--- src/rtl/uart_pkg.sv ---
// Shared definitions for the UART receive path and the word framing controller.
package uart_pkg;

    // Default bit period shared with uart_rx.
    localparam int unsigned CLKS_PER_BIT = 434;

    // First byte of every frame.
    localparam logic [7:0] UART_SYNC_BYTE = 8'hA5;

    // Frame collection states.
    typedef enum logic [1:0] {
        HUNT    = 2'd0,
        GET_LSB = 2'd1,
        GET_MSB = 2'd2,
        GET_CHK = 2'd3
    } frame_state_e;

    // Expected check byte for a frame carrying {msb, lsb}.
    function automatic logic [7:0] frame_chk(input logic [7:0] lsb, input logic [7:0] msb);
        return UART_SYNC_BYTE ^ lsb ^ msb;
    endfunction

endpackage

--- src/rtl/uart_word_ctrl_if.sv ---
// Byte-strobe input and word valid/ready output of the framing controller.
interface uart_word_ctrl_if;

    logic        i_RX_DV;
    logic [7:0]  i_RX_Byte;
    logic [15:0] o_Word;
    logic        o_Word_Valid;
    logic        i_Word_Ready;

    // Controller side.
    modport master (
        input  i_RX_DV,
        input  i_RX_Byte,
        input  i_Word_Ready,
        output o_Word,
        output o_Word_Valid
    );

    // Byte source / word consumer side.
    modport slave (
        output i_RX_DV,
        output i_RX_Byte,
        output i_Word_Ready,
        input  o_Word,
        input  o_Word_Valid
    );

endinterface

--- src/rtl/uart_word_fifo.sv ---
// First-word fall-through FIFO; a push while full is taken if a pop happens in the same cycle.
module uart_word_fifo #(
    parameter int unsigned WIDTH = 16,
    parameter int unsigned DEPTH = 4
) (
    input  logic             i_Clock,
    input  logic             i_Rst_n,
    input  logic             i_Push,
    input  logic [WIDTH-1:0] i_Data,
    input  logic             i_Pop,
    output logic [WIDTH-1:0] o_Data,
    output logic             o_Empty,
    output logic             o_Full
);

    localparam int unsigned AW = (DEPTH > 1) ? $clog2(DEPTH) : 1;
    localparam int unsigned CW = AW + 1;

    logic [WIDTH-1:0] mem_q [DEPTH];
    logic [WIDTH-1:0] mem_d [DEPTH];
    logic [AW-1:0]    wr_ptr_q, wr_ptr_d;
    logic [AW-1:0]    rd_ptr_q, rd_ptr_d;
    logic [CW-1:0]    count_q, count_d;
    logic             pop_en;
    logic             push_en;

    assign o_Empty = (count_q == '0);
    assign o_Full  = (count_q == CW'(DEPTH));
    assign o_Data  = mem_q[rd_ptr_q];

    // Next pointers, occupancy and storage contents.
    always_comb begin
        mem_d    = mem_q;
        wr_ptr_d = wr_ptr_q;
        rd_ptr_d = rd_ptr_q;
        count_d  = count_q;
        pop_en   = i_Pop && !o_Empty;
        push_en  = i_Push && (!o_Full || pop_en);
        if (push_en) begin
            mem_d[wr_ptr_q] = i_Data;
            wr_ptr_d        = wr_ptr_q + 1'b1;
        end
        if (pop_en) begin
            rd_ptr_d = rd_ptr_q + 1'b1;
        end
        case ({push_en, pop_en})
            2'b10:   count_d = count_q + 1'b1;
            2'b01:   count_d = count_q - 1'b1;
            default: count_d = count_q;
        endcase
    end

    // Storage and pointer registers, cleared asynchronously.
    always_ff @(posedge i_Clock or negedge i_Rst_n) begin
        if (!i_Rst_n) begin
            for (int unsigned i = 0; i < DEPTH; i++) begin
                mem_q[i] <= '0;
            end
            wr_ptr_q <= '0;
            rd_ptr_q <= '0;
            count_q  <= '0;
        end else begin
            mem_q    <= mem_d;
            wr_ptr_q <= wr_ptr_d;
            rd_ptr_q <= rd_ptr_d;
            count_q  <= count_d;
        end
    end

endmodule

--- src/rtl/uart_word_ctrl.sv ---
// Turns uart_rx byte strobes into checksummed 16-bit words queued for a valid/ready consumer.
module uart_word_ctrl
    import uart_pkg::*;
#(
    parameter int unsigned TIMEOUT_CLKS = 9548,
    parameter int unsigned FIFO_DEPTH   = 4
) (
    input  logic             i_Clock,
    input  logic             i_Rst_n,
    uart_word_ctrl_if.master bus,
    output logic             o_Err_Chk,
    output logic             o_Err_Timeout,
    output logic             o_Err_Ovf,
    output logic [7:0]       o_Frame_Count
);

    // Counter value one below the timeout point; reaching it ends the frame.
    localparam logic [15:0] TMO_LAST = 16'(TIMEOUT_CLKS - 2);

    frame_state_e state_q, state_d;
    logic [7:0]   lsb_q, lsb_d;
    logic [7:0]   msb_q, msb_d;
    logic [15:0]  tmo_cnt_q, tmo_cnt_d;
    logic         err_chk_q, err_chk_d;
    logic         err_tmo_q, err_tmo_d;
    logic         err_ovf_q, err_ovf_d;
    logic [7:0]   frame_cnt_q, frame_cnt_d;
    logic         fifo_push;
    logic         fifo_pop;
    logic         fifo_empty;
    logic         fifo_full;
    logic [15:0]  fifo_data;

    assign bus.o_Word       = fifo_data;
    assign bus.o_Word_Valid = !fifo_empty;
    assign o_Err_Chk        = err_chk_q;
    assign o_Err_Timeout    = err_tmo_q;
    assign o_Err_Ovf        = err_ovf_q;
    assign o_Frame_Count    = frame_cnt_q;

    // Frame FSM, inter-byte timeout, checksum compare and FIFO push decision.
    always_comb begin
        state_d     = state_q;
        lsb_d       = lsb_q;
        msb_d       = msb_q;
        tmo_cnt_d   = tmo_cnt_q;
        err_chk_d   = 1'b0;
        err_tmo_d   = 1'b0;
        err_ovf_d   = 1'b0;
        frame_cnt_d = frame_cnt_q;
        fifo_push   = 1'b0;
        fifo_pop    = !fifo_empty && bus.i_Word_Ready;

        if (bus.i_RX_DV) begin
            // A strobe always restarts the timeout, even on the cycle it would expire.
            tmo_cnt_d = '0;
            case (state_q)
                HUNT: begin
                    if (bus.i_RX_Byte == UART_SYNC_BYTE) begin
                        state_d = GET_LSB;
                    end
                end
                GET_LSB: begin
                    lsb_d   = bus.i_RX_Byte;
                    state_d = GET_MSB;
                end
                GET_MSB: begin
                    msb_d   = bus.i_RX_Byte;
                    state_d = GET_CHK;
                end
                GET_CHK: begin
                    state_d = HUNT;
                    if (bus.i_RX_Byte == frame_chk(lsb_q, msb_q)) begin
                        if (!fifo_full || fifo_pop) begin
                            fifo_push   = 1'b1;
                            frame_cnt_d = frame_cnt_q + 1'b1;
                        end else begin
                            err_ovf_d = 1'b1;
                        end
                    end else begin
                        err_chk_d = 1'b1;
                    end
                end
            endcase
        end else if (state_q != HUNT) begin
            if (tmo_cnt_q == TMO_LAST) begin
                state_d   = HUNT;
                err_tmo_d = 1'b1;
                tmo_cnt_d = '0;
                lsb_d     = '0;
                msb_d     = '0;
            end else begin
                tmo_cnt_d = tmo_cnt_q + 1'b1;
            end
        end else begin
            tmo_cnt_d = '0;
        end
    end

    // Controller state, error pulse and frame count registers.
    always_ff @(posedge i_Clock or negedge i_Rst_n) begin
        if (!i_Rst_n) begin
            state_q     <= HUNT;
            lsb_q       <= '0;
            msb_q       <= '0;
            tmo_cnt_q   <= '0;
            err_chk_q   <= 1'b0;
            err_tmo_q   <= 1'b0;
            err_ovf_q   <= 1'b0;
            frame_cnt_q <= '0;
        end else begin
            state_q     <= state_d;
            lsb_q       <= lsb_d;
            msb_q       <= msb_d;
            tmo_cnt_q   <= tmo_cnt_d;
            err_chk_q   <= err_chk_d;
            err_tmo_q   <= err_tmo_d;
            err_ovf_q   <= err_ovf_d;
            frame_cnt_q <= frame_cnt_d;
        end
    end

    uart_word_fifo #(
        .WIDTH (16),
        .DEPTH (FIFO_DEPTH)
    ) u_fifo (
        .i_Clock (i_Clock),
        .i_Rst_n (i_Rst_n),
        .i_Push  (fifo_push),
        .i_Data  ({msb_q, lsb_q}),
        .i_Pop   (fifo_pop),
        .o_Data  (fifo_data),
        .o_Empty (fifo_empty),
        .o_Full  (fifo_full)
    );

endmodule

--- src/flat_wrapper.sv ---
// flat-port wrapper written by rule: the top's interface ports become plain ports
module uart_word_ctrl_flat import uart_pkg::*;
#(
    parameter int unsigned TIMEOUT_CLKS = 9548,
    parameter int unsigned FIFO_DEPTH   = 4
)
  (i_Clock, i_Rst_n, o_Err_Chk, o_Err_Timeout, o_Err_Ovf, o_Frame_Count, bus_i_RX_DV, bus_i_RX_Byte, bus_i_Word_Ready, bus_o_Word, bus_o_Word_Valid);
  uart_word_ctrl_if bus_i ();
  input  logic i_Clock;
  input  logic i_Rst_n;
  output logic o_Err_Chk;
  output logic o_Err_Timeout;
  output logic o_Err_Ovf;
  output logic [7:0] o_Frame_Count;
  input wire logic [$bits(bus_i.i_RX_DV)-1:0] bus_i_RX_DV;
  input wire logic [$bits(bus_i.i_RX_Byte)-1:0] bus_i_RX_Byte;
  input wire logic [$bits(bus_i.i_Word_Ready)-1:0] bus_i_Word_Ready;
  output wire logic [$bits(bus_i.o_Word)-1:0] bus_o_Word;
  output wire logic [$bits(bus_i.o_Word_Valid)-1:0] bus_o_Word_Valid;
  assign bus_i.i_RX_DV = bus_i_RX_DV;
  assign bus_i.i_RX_Byte = bus_i_RX_Byte;
  assign bus_i.i_Word_Ready = bus_i_Word_Ready;
  assign bus_o_Word = bus_i.o_Word;
  assign bus_o_Word_Valid = bus_i.o_Word_Valid;
  uart_word_ctrl #(.TIMEOUT_CLKS(TIMEOUT_CLKS), .FIFO_DEPTH(FIFO_DEPTH)) u_core (.i_Clock(i_Clock), .i_Rst_n(i_Rst_n), .bus(bus_i), .o_Err_Chk(o_Err_Chk), .o_Err_Timeout(o_Err_Timeout), .o_Err_Ovf(o_Err_Ovf), .o_Frame_Count(o_Frame_Count));
endmodule
--- config.mk ---
export PLATFORM = sky130hd
export DESIGN_NAME = uart_word_ctrl_flat
export DESIGN_NICKNAME = d
export VERILOG_FILES = /design/src/rtl/uart_pkg.sv /design/src/rtl/uart_word_ctrl_if.sv /design/src/rtl/uart_word_fifo.sv /design/src/rtl/uart_word_ctrl.sv /design/src/flat_wrapper.sv
export SDC_FILE = /design/constraint.sdc
export NUM_CORES = 1
export LEC_CHECK = 0
export CAP_MARGIN = 10
export CORE_MARGIN = 5
export CORE_UTILIZATION = 57
export CTS_CLUSTER_DIAMETER = 150
export CTS_CLUSTER_SIZE = 30
export DETAILED_ROUTE_END_ITERATION = 6
export PLACE_DENSITY_LB_ADDON = 0.05
export SLEW_MARGIN = 5
export SYNTH_ARGS = -nofsm -noshare
export SYNTH_HDL_FRONTEND = slang
export SYNTH_SLANG_ARGS = --single-unit
--- constraint.sdc ---
create_clock -name i_Clock -period 7.72 [get_ports i_Clock]
set_input_delay 0.772 -clock i_Clock [delete_from_list [all_inputs] [get_ports i_Clock]]
set_output_delay 0.772 -clock i_Clock [all_outputs]
set_load 0.05 [all_outputs]
# Yosys cells after proc, flatten, opt, wreduce, memory -nomap -nowiden
# Cells that the tools add are included.
# word_totals
ff_bits	116
input_bits	12
output_inout_bits	28
word_cells	93
# op_classes
addsub	6
n_lt_le_gt_ge	3
n_eq_ne	12
muxes	35
bitwise_logic	4
reduce_logical	18
# ops
operator	n
2-to-1 mux 16 bit	6
bitwise mux 64 bit	1
2-to-1 mux 8 bit	6
binary-select mux 16 bit (select 2 bit)	1
demux 16 bit (select 2 bit)	1
adder 16 x 1 -> 16 bit (second input constant)	1
== test 16 x 14 -> 1 bit (second input constant)	1
2-to-1 mux 1 bit	14
AND reduction 3 bit	3
adder 8 x 1 -> 8 bit (second input constant)	1
== test 8 bit	1
== test 8 bit (second input constant)	1
2-to-1 mux 2 bit	4
case mux 2 bit (4 select lines)	1
nonzero test 2 bit	4
XOR 8 bit	1
== test 2 bit (second input constant)	3
greater-or-equal comparator 3 bit (second input constant)	2
NOT 2 -> 3 bit	2
case mux 3 bit (2 select lines)	1
adder 2 x 1 -> 2 bit (second input constant)	2
== test 2 x 1 -> 1 bit (second input constant)	2
logical AND 1 bit	4
!= test 2 x 1 -> 1 bit (second input constant)	2
other kinds (11)	13

# Logic depth before layout (Yosys ltp)
# logic_depth
word_depth	11
depth_mapped	10
depth_no_buf	10

# By module
# A second synthesis with hierarchy kept.
# unflattened
hier_cells	427
area_unflattened_um2	5597.9
# modules_own_cells
module	n_inst	cells_each	area_each_um2	seq_area_each_um2
uart_word_fifo	1	193	3194.3	1776.7
uart_word_ctrl	1	234	2403.6	1126.1

# Worst setup path after synthesis
# No wires, ideal clock.
# synth_path
path_type	input to register
startpoint	in bus_i_Word_Ready
endpoint	reg u_core.u_fifo.count_q[2]
setup_time_ps	79
t_arrival_ps	2834
t_required_ps	7641
path_slack_ps	4807
stages	9
path_buffers	0
path_cell_list	or4b_2 > nor4b_4 > nand3_1 > ha_1 > inv_1 > fa_1 > xor2_1 > nor2_1 > xor2_1
# synth_via
elab_chain_len	9
elab_cells_between_ends	13
cone_classes	eq/ne (2); mux (5); reduce/logical (6)
# synth_rtl
item	line_no	source
start, declared	flat_wrapper.sv:17	input wire logic [$bits(bus_i.i_Word_Ready)-1:0] bus_i_Word_Ready;
logical AND 1 bit *	uart_word_ctrl.sv:52	fifo_pop = !fifo_empty && bus.i_Word_Ready;
logical OR 1 bit	uart_word_ctrl.sv:74	if (!fifo_full || fifo_pop) begin
2-to-1 mux 1 bit	uart_word_ctrl.sv:74	
2-to-1 mux 1 bit	uart_word_ctrl.sv:73	if (bus.i_RX_Byte == frame_chk(lsb_q, msb_q)) begin
2-to-1 mux 1 bit	uart_word_ctrl.sv:57	case (state_q)
2-to-1 mux 1 bit	uart_word_ctrl.sv:54	if (bus.i_RX_DV) begin
logical AND 1 bit	uart_word_fifo.sv:38	push_en = i_Push && (!o_Full || pop_en);
== test 2 x 1 -> 1 bit or == test 2 bit (tied branches)	uart_word_fifo.sv:46	case ({push_en, pop_en})
case mux 3 bit (2 select lines) or nonzero test 2 bit (tied branches)	-	
end signal, assigned	uart_word_fifo.sv:66	count_q <= count_d;
end, declared	uart_word_fifo.sv:23	logic [CW-1:0] count_q, count_d;
# Every way passes the cells marked *; elsewhere a longest branch is shown, timed or not.
# A chain may end at the register's enable or synchronous reset.

# Worst setup path after layout
# layout_path
startpoint	reg u_core.u_fifo.rd_ptr_q[0]
endpoint	out bus_o_Word[2]
# layout_via
elab_chain_len	4
# layout_rtl
item	line_no	source
start, declared	uart_word_fifo.sv:22	logic [AW-1:0] rd_ptr_q, rd_ptr_d;
start signal, assigned	uart_word_fifo.sv:65	rd_ptr_q <= rd_ptr_d;
NOT 2 -> 3 bit (not written as such)	uart_word_fifo.sv:29	assign o_Data = mem_q[rd_ptr_q];
binary-select mux 16 bit (select 2 bit)	uart_word_fifo.sv:29	
2-to-1 mux 16 bit (not written as such) (2 in a row)	uart_word_fifo.sv:29	
end, declared	flat_wrapper.sv:18	output wire logic [$bits(bus_i.o_Word)-1:0] bus_o_Word;
# Every way passes these cells. The select of a mux whose other input is x is not followed.

==> metrics <==
endpoint type of the worst setup path output port; Vias 3290; final-report setup violation count 0; Post-DP Area 6020 um^2; Placeable Area 9330 um^2; clock tree from TritonCTS yes; Worst R2R Setup Slack 4.77 ns; relative slew slack 0.413; multi-input gate area in the final layout 2510 um^2; Clock Tree Buf Depth 2; ratio of cells with drive above 1 in the final layout 0.307; wire length of the first global-routing pass 18.9 mm; IO buf count 39; wire length after detailed routing 11.2 mm; Post-synth ARST share 1.00; area added between synthesis and finish 20.6%; end of the worst register-to-register path u_core.u_fifo.count_q[2]; pin count of the biggest net entering global routing 68; Global Route Usage Sum 0.213; clock network latency to the later pin of the worst-skew pair 0.51 ns; drt wl/cell 19.3 um; Setup Crit Path Kind reg2out; buffer count from post-CTS setup fixing 0; H-tree lvl count 4; number of global-route vias before repair 3688; Critical R2R Launch u_core.msb_q[1]; number of enable-type register cells in the synthesized netlist 0; final hold violations 0; Placer Congestion 0.767; max-slew violation count 0; CTS Hold Bufs 0; number of unique standard cell types used by synthesis 40; synth top area cells dfrtp_1, mux2_2, mux4_2, ha_1, xor2_1; initial antenna violation count 0; number of DRC violations after detailed-routing iteration 0 114; cell leakage power 0.00316 uW; Max Fanout on Critical Path 11; Tcrit/Tclk final 0.461; num ports 40; final HPWL from detailed placement 7.14 mm; post-route standard cell area excluding fillers 6650 um^2; Yosys reg bits 116; floorplan row count 35; Syn. warnings 0; via/cell ratio 5.69; count of antenna diodes in the layout 0; Max Freq 281 MHz; Hold Crit Class in2async; most frequent standard cell in the layout excluding fill and tap cells dfrtp_1; # clock sinks 116; root buffer selected by CTS clkbuf_8; drt first pass iters 4; total of cells resized after clock tree synthesis 0; area of the die 11700 um^2; post-synthesis sequential area ratio 0.527; pin slew with the least headroom to its limit 0.881 ns; cell count after synthesis 389; Die Width 108 um; Primary FF master, synth dfrtp_1; critical path arrival 2.79 ns; CP Data Required Time 6.95 ns; setup repair after global routing missed its margin no; total global routing overflow 0; area taken by flip-flops and latches 2900 um^2; clock input transition at the sequential cells of the worst setup and hold paths 0.06 ns; Synth top area share 0.527; commonest cells after routing, fill and taps aside dfrtp_1, mux2_2, clkdlybuf4s50_1; Initial Util 0.590; net total in the final layout 460; final antenna-violating net count 0; CTS buffer count 17; net count after synthesis 412; reg2reg path depth 9; Residual DRC 0; worst hold slack across all endpoints 0.370 ns; Final Critical Period 3.56 ns; vertical die dimension 108 um; launching element type of the critical path register; cell area after synthesis 5510 um^2; result of the run finished clean; clock skew after layout 0.00737 ns; total power density per cell area 316 nW/um^2; final-layout setup total negative slack 0 ns; mean cell area of the mapped netlist 14.2 um^2; worst vdd rail ir drop 0.220 mV; filler cell count in the final layout 634; largest area contributor in the synthesized netlist dfrtp_1; # Max-Cap Violations 0
==> registers in the layout, indices dropped and copies added, names as in the netlist <==
name and count:
u_core.state_q 2, u_core.u_fifo.count_q 3, u_core.o_Err_Timeout 1, u_core.msb_q 8, u_core.o_Err_Ovf 1, u_core.o_Frame_Count 8
u_core.o_Err_Chk 1, u_core.lsb_q 8, u_core.u_fifo.mem_q 64, u_core.u_fifo.wr_ptr_q 2, u_core.u_fifo.rd_ptr_q 2, u_core.tmo_cnt_q 16
==> report_power, final <==
group | total [uW] | switching, uW | leakage [uW] | internal (uW)
combinational | 464 | 221 | 0.00126 | 243
sequential | 820 | 138 | 0.00159 | 682
clock | 817 | 262 | 0.000303 | 555
total | 2100 | 622 | 0.00316 | 1480
==> synthesized netlist by cell type, types with 2 or more instances <==
| master | n |
|---|---|
| xnor2_1 | 10 |
| clkbuf_1 | 7 |
| and2_1 | 11 |
| mux2_2 | 82 |
| mux2i_1 | 2 |
| o21ai_0 | 5 |
| ha_1 | 10 |
| nand4_2 | 4 |
| mux4_2 | 16 |
| nand2_1 | 8 |
| nor3_1 | 3 |
| or4_1 | 2 |
| nand4_1 | 12 |
| xor2_1 | 13 |
| nand3_1 | 11 |
| xnor3_1 | 4 |
| dfrtp_1 | 116 |
| nor4bb_1 | 2 |
| or3_1 | 3 |
| and3_1 | 4 |
| xor3_1 | 4 |
| a21oi_1 | 4 |
| nor4b_1 | 2 |
| nor4_1 | 4 |
| and4_1 | 6 |
| o31ai_1 | 2 |
| inv_1 | 11 |
| nor2_1 | 15 |
| or2_0 | 2 |
| buf_2 | 4 |
==> cells by family after synthesis <==
kind of cell | synth area share
xor gates and xnor gates | 0.0702
muxes | 0.237
buffers and inverters | 0.0166
adders and majority gates | 0.0264
and+or+nand+nor | 0.108
DFF | 0.527
AOI/OAI and AO/OA | 0.0154
==> cell type report <==
class	count	share of cell area
multi-input cells	250	0.378
repair buffers	41	0.0606
clock buffers	22	0.0712
clock inverters	9	0.0226
well taps	129	0.0243
flip-flops and latches	116	0.437
inverters	11	0.00621
==> worst max-delay path: stages (launching register included) <==
cell and delay [ns]:
dfrtp_1 0.67, buf_4 0.36, mux4_2 0.54, clkdlybuf4s50_1 0.71
==> stage by stage <==
stage	total power (uW)	setup slack, ns	util	std cells
after floorplan	1150	4.81	-	389
after global placement	1270	4.19	0.646	547
after detailed placement	1290	4.06	0.646	547
after CTS	2120	4.09	0.712	578
after global routing	2200	3.99	0.712	578
final	2100	4.16	0.712	578
==> how the worst max path moves through the flow <==
stage	start	to	slack [ns]	depth (start not counted)
2_1_floorplan	bus_i_Word_Ready	u_core.u_fifo.count_q[2]	4.81	9
6_report	u_core.u_fifo.rd_ptr_q[0]	bus_o_Word[2]	4.16	3
5_1_grt	u_core.u_fifo.rd_ptr_q[0]	bus_o_Word[2]	3.99	3
4_1_cts	u_core.u_fifo.rd_ptr_q[0]	bus_o_Word[2]	4.09	3
3_3_place_gp	bus_i_RX_DV	u_core.u_fifo.mem_q[43]	4.19	5
3_5_place_dp	bus_i_RX_DV	u_core.u_fifo.count_q[1]	4.06	8
==> metal layers <==
metal	vias up	wire length, um	GRT usage
li1	1525	-	-
met5	-	0	0
met2	64	5690	0.353
met4	0	78	0.0550
met3	8	440	0.0585
met1	1693	4960	0.281
No activity file was read; power rests on OpenSTA's default activity.
